==> config.mk <==
export PLATFORM = sky130hd
export DESIGN_NAME = nibble_serial_addsub
export DESIGN_NICKNAME = d
export VERILOG_FILES = /design/src/rtl/nibble_serial_addsub_pkg.sv /design/src/rtl/nibble_serial_addsub_slice.sv /design/src/rtl/nibble_serial_addsub.sv
export SDC_FILE = /design/constraint.sdc
export NUM_CORES = 1
export LEC_CHECK = 0
export CAP_MARGIN = 20
export CORE_MARGIN = 4
export CORE_UTILIZATION = 35
export CTS_CLUSTER_DIAMETER = 50
export DETAILED_ROUTE_END_ITERATION = 6
export GPL_TIMING_DRIVEN = 1
export PLACE_DENSITY = 0.56
export SYNTH_ARGS = -nofsm -noshare
export SYNTH_HDL_FRONTEND = slang
export SYNTH_SLANG_ARGS = --single-unit
==> constraint.sdc <==
create_clock -name clk_in -period 3.28 [get_ports clk_in]
set_input_delay 0.656 -clock clk_in [delete_from_list [all_inputs] [get_ports clk_in]]
set_output_delay 0.656 -clock clk_in [all_outputs]
set_load 0.01 [all_outputs]
==> src/rtl/nibble_serial_addsub_pkg.sv <==
// Shared types and constants for the nibble-serial add/sub unit.
// The 4-bit slice is time-multiplexed across the operand width.
package nibble_serial_addsub_pkg;

  localparam int NIB = 4;

  localparam logic OP_ADD = 1'b0;
  localparam logic OP_SUB = 1'b1;

  typedef enum logic [1:0] {
    IDLE = 2'd0,
    RUN  = 2'd1,
    DONE = 2'd2
  } state_e;

  function automatic int cnt_width(int width);
    int n;
    n = width / NIB;
    return (n <= 2) ? 1 : $clog2(n);
  endfunction

endpackage

==> src/rtl/nibble_serial_addsub_slice.sv <==
// 4-bit add slice with carry in/out.
// Purely combinational.
module nibble_serial_addsub_slice
  import nibble_serial_addsub_pkg::*;
(
  input  logic [NIB-1:0] a_in,
  input  logic [NIB-1:0] b_in,
  input  logic           cin_in,
  output logic [NIB-1:0] sum_out,
  output logic           cout_out
);

  logic [NIB:0] full;

  always_comb begin
    full = {1'b0, a_in} + {1'b0, b_in} + {{NIB{1'b0}}, cin_in};
    sum_out  = full[NIB-1:0];
    cout_out = full[NIB];
  end

endmodule

==> src/rtl/nibble_serial_addsub.sv <==
// Multi-cycle WIDTH-bit add/sub, one nibble per cycle, LSB first.
// Carry chains through a flop; flags load only on completion.
module nibble_serial_addsub
  import nibble_serial_addsub_pkg::*;
#(
  parameter int WIDTH = 16
) (
  input  logic             clk_in,
  input  logic             rst_n_in,
  input  logic             start_in,
  input  logic [WIDTH-1:0] a_in,
  input  logic [WIDTH-1:0] b_in,
  input  logic             control_in,
  output logic             busy_out,
  output logic             done_out,
  output logic [WIDTH-1:0] sum_out,
  output logic             carry_out,
  output logic             overflow_out
);

  localparam int N  = WIDTH / NIB;
  localparam int CW = cnt_width(WIDTH);

  state_e state_q, state_d;

  logic [WIDTH-1:0] a_q, a_d;
  logic [WIDTH-1:0] b_q, b_d;
  logic [WIDTH-1:0] work_q, work_d;
  logic [WIDTH-1:0] sum_q, sum_d;
  logic [CW-1:0]    cnt_q, cnt_d;
  logic             cin_q, cin_d;
  logic             op_q, op_d;
  logic             carry_q, carry_d;
  logic             ovf_q, ovf_d;

  logic           accept;
  logic           last;
  logic [NIB-1:0] b_nib;
  logic [NIB-1:0] s_sum;
  logic           s_cout;

  assign accept = (state_q != RUN) && start_in;
  assign last   = (state_q == RUN) && (cnt_q == CW'(N - 1));

  // B is stored raw; subtract inverts it as each nibble is consumed
  assign b_nib = b_q[NIB-1:0] ^ {NIB{op_q == OP_SUB}};

  nibble_serial_addsub_slice u_slice (
    .a_in     (a_q[NIB-1:0]),
    .b_in     (b_nib),
    .cin_in   (cin_q),
    .sum_out  (s_sum),
    .cout_out (s_cout)
  );

  always_ff @(posedge clk_in or negedge rst_n_in) begin
    if (!rst_n_in) begin
      state_q <= IDLE;
    end else begin
      state_q <= state_d;
    end
  end

  always_comb begin
    state_d = state_q;
    unique case (state_q)
      IDLE:    if (accept) state_d = RUN;
      RUN:     if (last) state_d = DONE;
      DONE:    state_d = accept ? RUN : IDLE;
      default: state_d = IDLE;
    endcase
  end

  always_comb begin
    busy_out = (state_q == RUN);
    done_out = (state_q == DONE);
  end

  always_comb begin
    a_d     = a_q;
    b_d     = b_q;
    work_d  = work_q;
    sum_d   = sum_q;
    cnt_d   = cnt_q;
    cin_d   = cin_q;
    op_d    = op_q;
    carry_d = carry_q;
    ovf_d   = ovf_q;
    if (accept) begin
      a_d    = a_in;
      b_d    = b_in;
      op_d   = control_in;
      cin_d  = control_in;
      cnt_d  = '0;
      work_d = '0;
    end else if (state_q == RUN) begin
      // Operands shift down; results shift in from the top
      a_d    = a_q >> NIB;
      b_d    = b_q >> NIB;
      work_d = {s_sum, work_q[WIDTH-1:NIB]};
      cin_d  = s_cout;
      cnt_d  = cnt_q + CW'(1);
      if (last) begin
        sum_d   = work_d;
        carry_d = s_cout;
        ovf_d   = (a_q[NIB-1] == b_nib[NIB-1]) &&
                  (s_sum[NIB-1] != a_q[NIB-1]);
      end
    end
  end

  always_ff @(posedge clk_in or negedge rst_n_in) begin
    if (!rst_n_in) begin
      a_q     <= '0;
      b_q     <= '0;
      work_q  <= '0;
      sum_q   <= '0;
      cnt_q   <= '0;
      cin_q   <= 1'b0;
      op_q    <= 1'b0;
      carry_q <= 1'b0;
      ovf_q   <= 1'b0;
    end else begin
      a_q     <= a_d;
      b_q     <= b_d;
      work_q  <= work_d;
      sum_q   <= sum_d;
      cnt_q   <= cnt_d;
      cin_q   <= cin_d;
      op_q    <= op_d;
      carry_q <= carry_d;
      ovf_q   <= ovf_d;
    end
  end

  assign sum_out      = sum_q;
  assign carry_out    = carry_q;
  assign overflow_out = ovf_q;

endmodule

==> summary.txt <==
Run status
  • Status: complete, no violations

Die
  • Core area: 0.00834 mm2
  • Die ar.: 0.0102 mm2
  • Initial core utilization: 36.4%
  • Die Y: 101 um
  • # IOs: 56
  • Die Wd: 101 um
  • Site row count: 33

Critical path
  • Startpoint Class: flip-flop
  • Critical path class: reg -> out
  • Critical path buffers and inverters: 2
  • CP Cell Sequence: nand2b_1, inv_2, clkdlybuf4s50_1
  • Timing startpoint of the critical path: state_q[1]
  • Worst setup EP type: output pin
  • Required time worst endpoint: 2620 ps
  • Crit-path slowest cell: clkdlybuf4s50_1
  • Worst r2r src: op_q
  • Crit path max-delay family: buffers and inverters
  • Crit path max fanout: 15
  • Crit path largest cell delay: 560 ps
  • Critical Path AT: 1850 ps

Timing
  • Endpoints failing hold: 0
  • RSZ-0062 raised after global routing: false
  • Max Clk Rate: 0.399 GHz
  • Worst Clk Skew: 8.16 ps
  • Setup tns final: 0 ps
  • Final worst path period share: 76.4%
  • Slew Limit Fails: 0
  • Worst-margin pin slew: 867 ps
  • Fin crit period: 2500 ps
  • Slew headroom: 42.2%
  • # setup viols final: 0

Power
  • Comb power frac: 39.3%
  • Flop pwr share: 39.5%
  • Switch Pwr: 1.26 mW
  • Peak VDD IR: 0.428 mV
  • Lkg Pwr: 1.77 nW
  • Power, Total: 3.55 mW
  • Internal power: 2.29 mW
  • Clock power frac: 21.3%
  • Switching part of the total: 35.5%
  • Power density over the cells: 926 mW/mm2

GRT
  • Met3 Use GR: 5.40%
  • First-pass GRT wire length: 9760 um
  • Initial antenna violation count: 0
  • GR Util met2: 18.8%
  • Gr busiest metal: met2
  • GRT overflow: 0
  • Total Routing Usage GR: 12.4%
  • Pin count of the biggest net entering global routing: 77
  • M1 GR Usage: 16.0%
  • Vias in the first global route: 1,992

Clocking
  • Post_cts resized: 0
  • Post-CTS setup buffer count: 0
  • Root buffer cell: clkbuf_8
  • TritonCTS buffer count: 9
  • Worst skew pair latency: 340 ps
  • CTS tree: built
  • Clk sinks: 68
  • H-Tree Level Count: 3
  • Cts hold-fix bufs: 0
  • CTS clk-pin slew, worst paths: 70 ps
  • Clock buffer depth: 2

Cells and area
  • Most frequent cells in the layout: 68 x dfrtp_1, 53 x clkdlybuf4s50_1, 48 x nand2_1
  • Antenna Cells: 0
  • Layout area overhead: 26.5%
  • Fillers: 773
  • Layout cell share with drive strength beyond 1: 10.9%
  • Post-route cell area: 0.00384 mm2
  • Final cell count without fillers: 435
  • Most common cell after layout, fill and taps aside: dfrtp_1
  • Final-stage net count: 367

Hold path
  • Hold Crit Class: reg -> reg
  • Hold Crit Start: sum_out[14]

Detailed routing
  • DRT antenna net count: 0
  • WL final: 6010 um
  • Via density: 4.82
  • Initial DRC Count: 79
  • DRC: 0
  • DRT Pass-1 Iters: 4
  • DR vias: 2,098
  • Wire per inst: 13.8 um

Yosys
  • Top FF cell, synth: dfrtp_1
  • Mapped Area: 0.00303 mm2
  • Syn_area_per_cell: 11.2 um2
  • Synth top area share: 56.1%
  • Number of enable flip-flop cells after synthesis: 0
  • Ys Warns: 0
  • Largest cells by area after synthesis: dfrtp_1 56%, mux2i_1 11%, o21ai_0 6.9%
  • Seq cells post-synth: 68
  • Dominant cell type by area after synthesis: dfrtp_1
  • Register area share after synthesis: 56.1%
  • Syn Nets: 314
  • Post-Synthesis Cells: 272
  • Unique cell type count in the Yosys netlist: 33
  • Asr flop ratio synth: 100%

Placement
  • Placed cell count: 419
  • Routability cong.: 0.742
  • Placed Area: 0.00362 mm2
  • IO Port Bufs: 55
  • Dpl hpwl: 3980 um

Job
  • Max-Cap Viols: 0
state kept, by name (all words and copies together), names as in the netlist:
register,cells
state_q,2
overflow_out,1
carry_out,1
work_q,12
a_q,16
sum_out,16
cnt_q,2
op_q,1
b_q,16
cin_q,1
Yosys cell counts (2+ instances only):
master	instances
buf_2	4
buf_4	3
buf_6	4
clkbuf_1	5
dfrtp_1	68
fa_1	2
ha_1	4
inv_1	7
inv_2	2
mux2_2	11
mux2i_1	33
nand2_1	48
nand3_1	5
nand3b_1	3
nor2_1	10
nor2b_1	2
o21ai_0	42
xor2_1	4
path summary, 6_finish.rpt:
| path | slack, ps | cells past startpoint | to |
|---|---|---|---|
| max | 780 | 3 | busy_out |
| min | 480 | 2 | sum_out[14] |
| max reg2reg | 1300 | 5 | sum_out[14] |
| min reg2reg | 480 | 2 | sum_out[14] |
| max in group asynchronous | 2200 | 2 | a_q[5] |
| min in group asynchronous | 510 | 2 | sum_out[5] |
cell families (layout without fill, tap and decap cells):
logic type                 Yosys count  after routing  synth area share [%]
AOI/OAI and AO/OA                   52             52                  9.81
xor gates and xnor gates             5              5                  1.44
adders and majority gates            6              6                  2.97
buffers and inverters               26             84                  4.87
DFF                                 68             68                  56.1
muxes                               44             44                  15.0
and+or+nand+nor                     71             71                  9.86
power by group through the flow:
stage / Sequential [mW] / Clock (mW) / Combinational, mW
6_report: 1.40 / 0.756 / 1.40
5_1_grt: 1.45 / 0.813 / 1.57
4_1_cts: 1.41 / 0.780 / 1.41
3_5_place_dp: 1.42 / 0 / 1.41
3_3_place_gp: 1.41 / 0 / 1.37
2_1_floorplan: 1.40 / 0 / 0.936
metrics by stage:
stage | setup slack, ps | utilization (%) | hold WS [ps]
after global placement | 1200 | 43.4 | 460
after global routing | 666 | 46.0 | 495
after detailed placement | 1170 | 43.4 | 466
after floorplan | 1380 | - | 360
final | 776 | 46.0 | 476
after CTS | 774 | 46.0 | 486
worst min-delay path, stage by stage, from the launching register on:
cell	delay, ps
dfrtp_1	340
nand2_1	50
o21ai_0	60
metal layers:
layer,share of wire [%],vias to the layer above
li1,-,1036
met2,45,57
met3,6.8,9
met1,47,996
met5,0,-
met4,1.2,0
layout make-up:
type                       instances  area (um2)  area share (%)
clock buffer                      11         141            3.68
clock inverter                     5        75.1            1.96
inverter                           9        33.8           0.880
multi-input combinational        178        1180            30.9
sequential                        68        1700            44.3
tap                              105         131            3.42
timing repair buffer              59         571            14.9
(Power assumes the default switching activity.)
